--- src/rtl/snina_pkg.sv ---
// Shared definitions for the SNINA masked/duplicated datapath decoders:
// default orders, share/copy indexing and the decoder FSM encoding.
package snina_pkg;

    localparam int D_DEFAULT = 2;
    localparam int K_DEFAULT = 1;
    localparam int NSH       = D_DEFAULT + 1;
    localparam int NCP       = K_DEFAULT + 1;

    // Flat bit position of share i, copy k inside a bit-slice.
    function automatic int share_copy_idx(input int i, input int k, input int ncp = NCP);
        return i * ncp + k;
    endfunction

    typedef enum logic [1:0] {
        COLLECT = 2'd0,
        PRESENT = 2'd1,
        ALARM   = 2'd2
    } state_e;

endpackage

--- src/rtl/snina_beat_check.sv ---
// Combinational check of one bit-slice: copy consistency, upstream flags,
// and recombination of the Boolean shares into the plain bit.
module snina_beat_check
    import snina_pkg::*;
#(
    parameter int D = D_DEFAULT,
    parameter int K = K_DEFAULT
) (
    input  logic [(D+1)*(K+1)-1:0] port_s,
    input  logic [D:0]             port_errorFlag,
    output logic                   plain_bit,
    output logic                   beat_ok
);

    logic copy_ok;

    // NOTE: every variable written here gets a default first, so no path
    // through the loops can leave one unassigned and infer a latch.
    always_comb begin
        copy_ok   = 1'b1;
        plain_bit = 1'b0;
        for (int i = 0; i <= D; i++) begin
            for (int k = 1; k <= K; k++) begin
                if (port_s[share_copy_idx(i, k, K + 1)] != port_s[share_copy_idx(i, 0, K + 1)]) begin
                    copy_ok = 1'b0;
                end
            end
            plain_bit = plain_bit ^ port_s[share_copy_idx(i, 0, K + 1)];
        end
    end

    assign beat_ok = copy_ok & (&port_errorFlag);

endmodule

--- src/rtl/snina_unmask_decoder.sv ---
// Output end of the SNINA datapath: checks each beat, assembles W plain bits
// into a word, presents it over valid/ready, and locks up on any fault.
module snina_unmask_decoder
    import snina_pkg::*;
#(
    parameter int D = D_DEFAULT,
    parameter int K = K_DEFAULT,
    parameter int W = 8
) (
    input  logic                   clk,
    input  logic                   reset,
    input  logic [(D+1)*(K+1)-1:0] port_s,
    input  logic [D:0]             port_errorFlag,
    input  logic                   in_valid,
    output logic                   in_ready,
    output logic [W-1:0]           port_y,
    output logic                   out_valid,
    input  logic                   out_ready,
    output logic                   port_alarm
);

    localparam int CW = (W > 1) ? $clog2(W) : 1;

    state_e          state_q, state_d;
    logic [CW-1:0]   cnt_q, cnt_d;
    logic [W-1:0]    shift_q, shift_d;
    logic            plain_bit;
    logic            beat_ok;

    snina_beat_check #(
        .D(D),
        .K(K)
    ) u_beat_check (
        .port_s         (port_s),
        .port_errorFlag (port_errorFlag),
        .plain_bit      (plain_bit),
        .beat_ok        (beat_ok)
    );

    always_comb begin
        state_d    = state_q;
        cnt_d      = cnt_q;
        shift_d    = shift_q;
        in_ready   = 1'b0;
        out_valid  = 1'b0;
        port_y     = '0;
        port_alarm = 1'b0;

        case (state_q)
            COLLECT: begin
                in_ready = 1'b1;
                // Beat inputs are only looked at when in_valid is high, so
                // undriven data between beats cannot disturb state.
                if (in_valid) begin
                    if (!beat_ok) begin
                        state_d = ALARM;
                    end else begin
                        shift_d[cnt_q] = plain_bit;
                        if (cnt_q == CW'(W - 1)) begin
                            cnt_d   = '0;
                            state_d = PRESENT;
                        end else begin
                            cnt_d = cnt_q + CW'(1);
                        end
                    end
                end
            end
            PRESENT: begin
                out_valid = 1'b1;
                port_y    = shift_q;
                if (out_ready) begin
                    shift_d = '0;
                    state_d = COLLECT;
                end
            end
            ALARM: begin
                port_alarm = 1'b1;
            end
            default: begin
                state_d = ALARM;
            end
        endcase
    end

    // NOTE: state registers use non-blocking assignments so every flop
    // samples its _d value from before the edge, independent of block order.
    always_ff @(posedge clk) begin
        if (!reset) begin
            state_q <= COLLECT;
            cnt_q   <= '0;
            shift_q <= '0;
        end else begin
            state_q <= state_d;
            cnt_q   <= cnt_d;
            shift_q <= shift_d;
        end
    end

endmodule

--- config.mk ---
export PLATFORM = sky130hd
export DESIGN_NAME = snina_unmask_decoder
export DESIGN_NICKNAME = d
export VERILOG_FILES = /design/src/rtl/snina_pkg.sv /design/src/rtl/snina_beat_check.sv /design/src/rtl/snina_unmask_decoder.sv
export SDC_FILE = /design/constraint.sdc
export NUM_CORES = 1
export LEC_CHECK = 0
export ABC_AREA = 1
export CORE_MARGIN = 8
export CORE_UTILIZATION = 30
export DETAILED_ROUTE_END_ITERATION = 12
export GPL_TIMING_DRIVEN = 0
export PLACE_DENSITY = 0.61
export SYNTH_ARGS = -nofsm -noshare
export SYNTH_HDL_FRONTEND = slang
export SYNTH_SLANG_ARGS = --single-unit
--- constraint.sdc ---
create_clock -name clk -period 1.2 [get_ports clk]
set_input_delay 0.3 -clock clk [delete_from_list [all_inputs] [get_ports clk]]
set_output_delay 0.3 -clock clk [all_outputs]
set_load 0.01 [all_outputs]
==> key figures <==
Drt
  – Vias: roughly 1200
  – Drt total wl: 3340 um
  – Drt pass-1 iters: 4
  – DR DRC count: 0
  – ANT nets after route: 0
  – Routed vias/inst: between 4 and 5
  – Iter 0 DRT Violations: 37
  – Drt wl/cell: around 12 um

Worst setup path
  – CP startpoint: state_q[0]
  – CP Class: flop to output port
  – Worst-path maximum fanout: 3
  – Worst R2R Setup Slack: -0.42 ns
  – RR Startpoint: state_q[0]
  – Critical path required time: about 0.90 ns
  – CP Capture Type: output port
  – Type of origin of the critical path: flop
  – Worst Path Arrival: 1.41 ns

Global route
  – GRT Resource Usage Total: between 10% and 20%
  – Grt total ovfl: 0
  – Vias in the first global route: between 1000 and 1500
  – Initial antenna violation count: 0
  – Largest net degree at the start of global routing: 11
  – Global-route wire length before repair: approximately 4900 um

Floorplan
  – Core area: between 3000 and 4000 um2
  – Die width: 74.2 um
  – DIE AREA: between 5000 and 6000 um2
  – Initial Utilization: 30.9%
  – Die height: around 74 um
  – Io pins: 24
  – Rows: 21

Placement
  – Final HPWL DP: between 1500 and 2000 um
  – Dpl cell area: about 1300 um2
  – IO buf count: 22
  – RD Place Congestion: around 0.85
  – Dpl cells: around 240

Worst hold path
  – Beginning of the worst hold path: reset
  – Worst hold path class: primary input to flop

Yosys
  – Register area share after synthesis: between 20% and 30%
  – Syn Std Cell Area: slightly above 1000 um2
  – Synth warn: 0
  – Post-synth top area share: ~26%
  – Yosys reg bits: 13
  – Syn Area/Cell: ~6.0 um2
  – Synth area leader: dfxtp_1
  – Synthesized Nets: 184
  – Synth area leaders: dfxtp_1 26%, nand2_1 20%, inv_1 11%
  – Mapped Cells: between 150 and 200
  – Synth cell types: 18

Clocking
  – Hold_buf cts: 0
  – Clk_lat worst skew: about 0.29 ns
  – Root Driver: clkbuf_4
  – Num CTS Buffers: 3
  – Htree depth: 1
  – CTS tree: built
  – Clock Path Buffers: 2
  – Total clock sinks: 13
  – Clk pin slew, worst setup/hold paths: about 0.090 ns

STA
  – Worst setup margin: -0.511 ns
  – Max-slew violations: 0
  – Total negative setup slack: -8.08 ns
  – Clock Skew: between 0.005 and 0.006 ns
  – Highest clock rate: 585 MHz
  – Worst slew pin tran: ~0.35 ns
  – Slew margin rel.: between 70% and 80%
  – Final Hold Fails: 0
  – Final setup vio count: 24
  – RSZ-0062 raised after global routing: true
  – Fin crit share: 143%
  – Fin crit period: between 1.5 and 2 ns

Status
  – Outcome: complete, but fails checks
  – Failing checks: setup timing

Power
  – Peak supply drop: 0.564 mV
  – Leakage dissipation: between 0.8 and 0.9 nW
  – Total Power: 1.78 mW
  – PwrDens: between 1000 and 1500 nW/um2

Cells and area
  – Share of cells above drive strength 1: 43.1%
  – Fillers: just over 300
  – Util after Layout: between 50 and 60%
  – Final std cells w/o fill: ~270
  – Final Cell Area: around 1700 um2
  – Most frequent cells in the layout: 46 x nand2_1, 26 x inv_1, 16 x nand3_2, 16 x buf_4, 16 x buf_6
  – Final net count: between 200 and 250
  – # diodes: 0
  – Most common cell after layout, fill and taps aside: nand2_1
  – Synth-to-layout area growth: 71.6%

Flow run
  – Max-Cap Viols: 0
[synthesized netlist by cell type]
library cell / n
nor2_2: 2
nand3_2: 10
o21ai_0: 1
nand2_1: 53
dfxtp_1: 13
nand2_2: 2
inv_2: 4
nand3_1: 12
buf_12: 1
a21oi_1: 5
nor3_1: 8
buf_4: 2
ha_1: 2
nor2_1: 22
nand4_1: 1
nor2_4: 1
o21ai_4: 1
inv_1: 29
[state kept, by name, indices dropped and copies added, names as in the netlist]
name	count
shift_q	8
cnt_q	3
state_q	2
[cells by family after synthesis]
kind of cell	synth area share (%)
and+or+nand+nor	51.7
buffers and inverters	15.7
DFF	25.6
AOI/OAI and AO/OA	4.56
adders and majority gates	2.47
[power by group]
| group | switching, mW | internal, mW | leakage (nW) |
|---|---|---|---|
| Combinational | 0.480 | 0.533 | 0.721 |
| Sequential | 0.0212 | 0.452 | 0.107 |
| Clock | 0.165 | 0.129 | 0.0150 |
[critical path: stages, from the launching register on]
cell and delay (ns):
dfxtp_4 0.39, inv_8 0.04, nor2_4 0.11, clkinvlp_4 0.15, buf_6 0.14, buf_6 0.10, nor2_1 0.07, buf_2 0.13
[routing by layer]
layer  track usage [%]  up-vias  part of all wire, %  wire length [um]
met1              12.2      571                   41              1370
met3              3.50        6                  4.7               156
met2              20.8       31                   53              1770
met5                 0        -                    0                 0
li1                  -      627                    -                 -
met4              2.88        0                  1.6                52
[worst paths after layout]
path / endpoint / cells after the start
max: port_y[1] / 7
min: shift_q[7] / 3
max reg2reg: shift_q[1] / 14
min reg2reg: shift_q[3] / 4
[area by class of cell]
class	count	area, um2	share of cell area, %
inverter	33	138	7.90
multi-input combinational	120	716	41.1
sequential	13	268	15.4
buffer	3	42.5	2.44
clock buffer	4	26.3	1.51
timing repair buffer	52	494	28.4
tap	46	57.6	3.30
[stage by stage]
stage / setup WS, ns / hold slack [ns]
2_1_floorplan: -0.0321 / 0.457
3_3_place_gp: -0.728 / 0.502
3_5_place_dp: -0.752 / 0.503
4_1_cts: -0.496 / 0.302
5_1_grt: -0.578 / 0.303
6_report: -0.511 / 0.301
[what timing repair did]
action                                  4_1_cts  5_1_grt
cloned                                        2        0
gates resized for setup                      85       28
pin swaps                                    12       25
buffers inserted                             22        8
endpoints found under the setup margin       24       23
Note: power is estimated with default switching activity, not from simulation.
